`src/rtl/branch_predictor_gshare.sv`:
```
// Gshare direction predictor with a direct-mapped BTB, resolved non-speculatively from EX.
// Define BP_RAS_EN to add a return-address stack that supplies targets for BTB entries typed as returns.
module branch_predictor_gshare #(
  parameter int XLEN        = 32,
  parameter int BTB_ENTRIES = 16,
  parameter int BHT_ENTRIES = 64,
  parameter int GHR_BITS    = 4,
  parameter int RAS_DEPTH   = 4
) (
  input  logic                           i_clk,
  input  logic                           i_rst,
  input  logic [XLEN-1:0]                i_pc_f,
  output logic                           o_pred_taken,
  output logic [XLEN-1:0]                o_pred_target,
  output logic [$clog2(BHT_ENTRIES)-1:0] o_bht_idx_f,
  input  logic                           i_vld_e,
  input  logic [XLEN-1:0]                i_pc_e,
  input  logic [XLEN-1:0]                i_pc_four_e,
  input  logic                           i_is_branch_e,
  input  logic                           i_is_jump_e,
  input  logic                           i_is_call_e,
  input  logic                           i_is_ret_e,
  input  logic                           i_taken_e,
  input  logic [XLEN-1:0]                i_target_e,
  input  logic                           i_pred_taken_e,
  input  logic [XLEN-1:0]                i_pred_target_e,
  input  logic [$clog2(BHT_ENTRIES)-1:0] i_bht_idx_e,
  output logic                           o_mispredict,
  output logic [XLEN-1:0]                o_redirect_pc
);

  localparam int BTB_IDX_W = $clog2(BTB_ENTRIES);
  localparam int BHT_IDX_W = $clog2(BHT_ENTRIES);
  localparam int TAG_W     = XLEN - 2 - BTB_IDX_W;

  localparam logic [1:0] TYPE_BRANCH = 2'b00;
  localparam logic [1:0] TYPE_JUMP   = 2'b01;
  localparam logic [1:0] TYPE_CALL   = 2'b10;
  localparam logic [1:0] TYPE_RET    = 2'b11;

  function automatic logic [1:0] sat_step(input logic [1:0] cnt, input logic up);
    if (up) return (cnt == 2'b11) ? cnt : cnt + 2'b01;
    else    return (cnt == 2'b00) ? cnt : cnt - 2'b01;
  endfunction

  logic [BTB_ENTRIES-1:0]      btb_valid;
  logic [TAG_W-1:0]            btb_tag    [BTB_ENTRIES];
  logic [XLEN-1:0]             btb_target [BTB_ENTRIES];
  logic [1:0]                  btb_type   [BTB_ENTRIES];
  logic [BHT_ENTRIES-1:0][1:0] bht;
  logic [GHR_BITS-1:0]         ghr;

  logic [BTB_IDX_W-1:0] f_btb_idx;
  logic [TAG_W-1:0]     f_tag;
  logic [BHT_IDX_W-1:0] f_bht_idx;
  logic [1:0]           f_type;
  logic [1:0]           f_cnt;
  logic                 f_hit;
  logic                 f_taken;
  logic [XLEN-1:0]      f_target;
  logic [XLEN-1:0]      f_pc_plus4;

  logic [BTB_IDX_W-1:0] e_btb_idx;
  logic [TAG_W-1:0]     e_tag;
  logic                 e_branch_upd;
  logic                 e_btb_wr;
  logic [1:0]           e_jump_type;
  logic [1:0]           e_wr_type;
  logic                 unused_bits;

  // Fetch-side lookup
  assign f_btb_idx  = i_pc_f[2 +: BTB_IDX_W];
  assign f_tag      = i_pc_f[XLEN-1 -: TAG_W];
  assign f_bht_idx  = i_pc_f[2 +: BHT_IDX_W] ^ BHT_IDX_W'(ghr);
  assign f_type     = btb_type[f_btb_idx];
  assign f_cnt      = bht[f_bht_idx];
  assign f_hit      = btb_valid[f_btb_idx] && (btb_tag[f_btb_idx] == f_tag);
  assign f_taken    = f_hit && ((f_type != TYPE_BRANCH) || f_cnt[1]);
  assign f_pc_plus4 = i_pc_f + XLEN'(4);

  // Resolve-side decode
  assign e_btb_idx    = i_pc_e[2 +: BTB_IDX_W];
  assign e_tag        = i_pc_e[XLEN-1 -: TAG_W];
  assign e_branch_upd = i_vld_e & i_is_branch_e;
  assign e_btb_wr     = i_vld_e & ((i_is_branch_e & i_taken_e) | i_is_jump_e);
  assign e_wr_type    = i_is_jump_e ? e_jump_type : TYPE_BRANCH;

`ifdef BP_RAS_EN
  localparam int RAS_W = $clog2(RAS_DEPTH);

  logic [XLEN-1:0]  ras_mem [RAS_DEPTH];
  logic [RAS_W-1:0] ras_ptr;
  logic [RAS_W:0]   ras_cnt;
  logic [RAS_W-1:0] ras_top_idx;
  logic [RAS_W-1:0] ras_wr_idx;
  logic             ras_push;
  logic             ras_pop;

  assign ras_top_idx = ras_ptr - RAS_W'(1);
  assign ras_push    = i_vld_e & i_is_call_e;
  assign ras_pop     = i_vld_e & i_is_ret_e & (ras_cnt != '0);
  // A simultaneous pop+push replaces the current top in place.
  assign ras_wr_idx  = ras_pop ? ras_top_idx : ras_ptr;
  assign e_jump_type = i_is_ret_e ? TYPE_RET : (i_is_call_e ? TYPE_CALL : TYPE_JUMP);
  assign f_target    = ((f_type == TYPE_RET) && (ras_cnt != '0)) ? ras_mem[ras_top_idx]
                                                                 : btb_target[f_btb_idx];
  assign unused_bits = ^i_pc_e[1:0];

  always_ff @(posedge i_clk or negedge i_rst) begin
    if (!i_rst) begin
      ras_ptr <= '0;
      ras_cnt <= '0;
    end else begin
      case ({ras_push, ras_pop})
        2'b10: begin
          ras_ptr <= ras_ptr + RAS_W'(1);
          if (ras_cnt != (RAS_W+1)'(RAS_DEPTH)) ras_cnt <= ras_cnt + (RAS_W+1)'(1);
        end
        2'b01: begin
          ras_ptr <= ras_top_idx;
          ras_cnt <= ras_cnt - (RAS_W+1)'(1);
        end
        default: ;
      endcase
    end
  end

  always_ff @(posedge i_clk) begin
    if (ras_push) ras_mem[ras_wr_idx] <= i_pc_four_e;
  end
`else
  assign e_jump_type = TYPE_JUMP;
  assign f_target    = btb_target[f_btb_idx];
  assign unused_bits = ^{i_pc_e[1:0], i_is_call_e, i_is_ret_e};
`endif

  // Control state: valid bits, counters and history
  always_ff @(posedge i_clk or negedge i_rst) begin
    if (!i_rst) begin
      btb_valid <= '0;
      bht       <= {BHT_ENTRIES{2'b01}};
      ghr       <= '0;
    end else begin
      if (e_btb_wr) btb_valid[e_btb_idx] <= 1'b1;
      if (e_branch_upd) begin
        bht[i_bht_idx_e] <= sat_step(bht[i_bht_idx_e], i_taken_e);
        ghr              <= GHR_BITS'({ghr, i_taken_e});
      end
    end
  end

  // BTB payload; only meaningful under a set valid bit
  always_ff @(posedge i_clk) begin
    if (e_btb_wr) begin
      btb_tag[e_btb_idx]    <= e_tag;
      btb_target[e_btb_idx] <= i_target_e;
      btb_type[e_btb_idx]   <= e_wr_type;
    end
  end

  assign o_pred_taken  = i_rst & f_taken;
  assign o_pred_target = o_pred_taken ? f_target : f_pc_plus4;
  assign o_bht_idx_f   = f_bht_idx;

  assign o_mispredict  = i_rst & i_vld_e &
                         ((i_taken_e != i_pred_taken_e) |
                          (i_taken_e & (i_target_e != i_pred_target_e)));
  assign o_redirect_pc = i_taken_e ? i_target_e : i_pc_four_e;

endmodule

```
`config.mk`:
```
export PLATFORM = sky130hd
export DESIGN_NAME = branch_predictor_gshare
export DESIGN_NICKNAME = d
export VERILOG_FILES = /design/src/rtl/branch_predictor_gshare.sv
export SDC_FILE = /design/constraint.sdc
export NUM_CORES = 1
export LEC_CHECK = 0
export BUFFER_PORTS_ARGS = -buffer_cell sky130_fd_sc_hd__buf_2
export CORE_ASPECT_RATIO = 1.2
export CORE_MARGIN = 2
export CORE_UTILIZATION = 35
export DETAILED_ROUTE_END_ITERATION = 8
export PLACE_DENSITY = 0.48
export SYNTH_ARGS = -nofsm -noshare
export SYNTH_HDL_FRONTEND = slang
export SYNTH_SLANG_ARGS = --single-unit
```
`constraint.sdc`:
```
create_clock -name i_clk -period 6.9 [get_ports i_clk]
set_input_delay 0.69 -clock i_clk [delete_from_list [all_inputs] [get_ports i_clk]]
set_output_delay 0.69 -clock i_clk [all_outputs]
set_load 0.01 [all_outputs]
```
==> reports/metrics.yaml <==
timing:
  worst_slew_pin_slew_ns: 1.17
  max-slew-margin-rel_pct: 21.8
  skew_ns: 0.0278
  drv_slew: 0
  timing.final.crit_period_ns: 5.82
  hold_ws_ns: 0.339
  finalSetupViolCount: 0
  finalCritPeriodShare_pct: 84.4
  finalHoldViolCount: 0
  setup_tns_ns: 0
  max_freq_ghz: 0.172
  rsz0062_at_grt: "false"
setup_path:
  critPathCaptureType: "primary output"
  rr_worst_depth: 9
  cp.arrival_ns: 5.13
  worst_setup_path_start_kind: "primary input"
  worstSetupPathType: "in2out"
  cp_data_required_time_ns: 6.21
  cp_max_fo: 56
clock_network:
  htree_levels: 3
  cts_root_buf: "clkbuf_16"
  cts_hold_buf: 1
  cts.sink_count: 1092
  cts.path.max_buffers: 3
  post_cts_buffers: 0
  cts_buffers: 112
  tritoncts: "yes"
  clk_pin_slew_ns: 0.06
  clock_latency_ns: 0.72
  cts_resized: 0
detailed_routing:
  wl_met3_um: 6280
  drc: 0
  ant_nets: 0
  top_layer: "met5"
  via_per_inst: 5.42
  wl_per_cell_um: 29.4
  dr.pass1.iters: 5
  finalWirelength_um: 130000
  met1_length_um: 52000
  drtIter0Drc: 1863
  vias: 24000
  met2_length_um: 67300
floorplanning:
  pin_count: 247
  num_rows: 145
  coreArea_mm2: 0.130
  die-area_mm2: 0.134
  initial_core_util_pct: 35.2
  die_h_um: 401
  dieWidth_um: 335
layout:
  num-fill-cells: 11600
  syn2layout_area_growth_pct: 16.0
  final_nets: 2813
  finalNonFillerCells: 4425
  drive_above_1_share_pct: 39.7
  finish.utilization_pct: 40.9
yosys:
  synth_edf_count: 944
  syn_inst: 2352
  syn_avg_cell_area_um2: 19.5
  syn-cell-area_mm2: 0.0459
  synth_ff_type: "edfxtp_1"
  ys_seq_area_share_pct: 70.0
  synthesis.nets: 2528
  yosysWarningCount: 0
  synth-async-reset-ratio_pct: 13.6
  ys_ff_latch: 1092
  synth.distinct_cells: 73
pwr:
  total_leakage_power_uw: 0.0180
  max-vdd-ir-drop_v: 0.000199
  power_density_mw_per_mm2: 282
place:
  dp.cells: 4212
  dp_hpwl_um: 78200
  gp_congestion: 0.793
  io_buffer_count: 242
global_route:
  grt_pass1_vias: 25300
  grt_start_max_net_pins: 107
  grt_usage_pct: 19.4
  grt-ovfl-total: 0
  antenna_found_initial: 19
  grt_first_pass_wirelength_um: 185000
hold_path:
  hold_class: "in2reg"
  whs_path_depth: 1
job:
  maxCapViolCount: 0
run_status:
  status: "finished clean"
[kinds of logic (layout without fill, tap and decap cells)]
group	after synthesis	in the layout	synth area share (%)
flip-flops	1092	1092	70.0
multiplexers	571	571	21.1
AND/OR/NAND/NOR	313	313	3.38
buffers and inverters	153	532	1.66
AO/OA/AOI/OAI	131	131	2.14
XOR/XNOR	89	89	1.70
adder cells (fa/ha/maj)	3	3	0.0708
other	0	4	0
[report_power, final]
group	switching, uW	internal [uW]	total [uW]
combinational	696	486	1180
clock	2610	3780	6390
sequential	63.9	7370	7430
[worst max-delay path: stages]
cell,delay [ns]
buf_8,0.44
buf_4,0.56
mux4_2,0.58
mux4_2,0.49
xnor2_1,0.25
nand3_1,0.19
nor4b_4,0.30
nand4_4,0.62
buf_4,0.45
mux2_4,0.32
buf_2,0.14
[synthesized netlist by cell type (14+ instances only)]
| cell | count | area share [%] |
|---|---|---|
| edfxtp_1 | 944 | 62 |
| mux4_2 | 278 | 14 |
| mux2_2 | 189 | 4.6 |
| nor2_1 | 111 | 0.91 |
| dfrtp_1 | 84 | 4.6 |
| mux2i_1 | 69 | 1.5 |
| dfstp_2 | 64 | 3.7 |
| nand2_1 | 59 | 0.48 |
| clkbuf_1 | 56 | 0.46 |
| xnor2_1 | 51 | 0.97 |
| buf_2 | 44 | 0.48 |
| xor2_1 | 38 | 0.72 |
| mux2_4 | 29 | 0.95 |
| a22oi_1 | 27 | 0.44 |
| nand3_1 | 23 | 0.25 |
| nand4_1 | 18 | 0.25 |
| nor3_1 | 17 | 0.19 |
| or2_2 | 17 | 0.23 |
| a21oi_1 | 15 | 0.16 |
| buf_1 | 14 | 0.11 |
[metrics by stage]
stage / total power (uW) / cell area (um^2) / setup WS, ns
2_1_floorplan: 8260 / 45900 / 1.04
3_3_place_gp: 8750 / 49300 / 1.06
3_5_place_dp: 8780 / 49300 / 1.07
4_1_cts: 15200 / 53200 / 1.07
5_1_grt: 15500 / 53200 / 0.936
6_report: 15000 / 53200 / 1.08
[path summary, 6_finish.rpt]
kind	start	slack [ns]	end
min in group asynchronous	i_rst	0.47	bht[53]$_DFFE_PN0P_
max in group asynchronous	i_rst	5.32	btb_valid[0]$_DFFE_PN0P_
worst min register to register	btb_valid[2]$_DFFE_PN0P_	0.46	btb_valid[2]$_DFFE_PN0P_
worst max register to register	bht[122]$_DFFE_PN1P_	2.86	bht[105]$_DFFE_PN0P_
worst min-delay path	i_pc_e[19]	0.34	btb_tag[14][13]$_DFFE_PP_
worst max-delay path	i_pc_f[3]	1.08	o_pred_target[23]
[final cells by class]
cell class	instances	area (um^2)	area share [%]
Antenna cell	4	10.0	0.0188
Timing Repair Buffer	308	1880	3.53
Tap cell	1690	2110	3.97
Inverter	16	62.6	0.118
Sequential cell	1092	32100	60.3
Clock inverter	85	1030	1.94
Multi-Input combinational cell	1107	13100	24.7
Clock buffer	123	2870	5.38
[per-layer routing]
layer	track usage (%)	up-vias
met2	34.1	741
met5	0	-
met3	3.20	189
li1	-	10200
met4	7.39	8
met1	24.0	12900
[layout by cell type, fill, tap and decap left out, drive strengths merged, types with 12 or more instances in the layout]
master and count:
a22oi 27, buf 307, bufinv 21, nand4 19, clkbuf 123, clkinv 54, nand3 23, nor4 13
edfxtp 944, dfstp 64, mux2 218, or2 17, dfrtp 84, a21oi 15, nand2 59, xnor2 51
xor2 38, mux2i 69, inv 17, nor2 111, nor3 17, nor2b 12, mux4 284
[state kept, by name (all words and copies together), names as in the netlist]
signal / count
btb_valid: 16
bht: 128
btb_target: 512
btb_tag: 416
ghr: 4
btb_type: 16
Note: power is estimated with default switching activity, not from simulation.
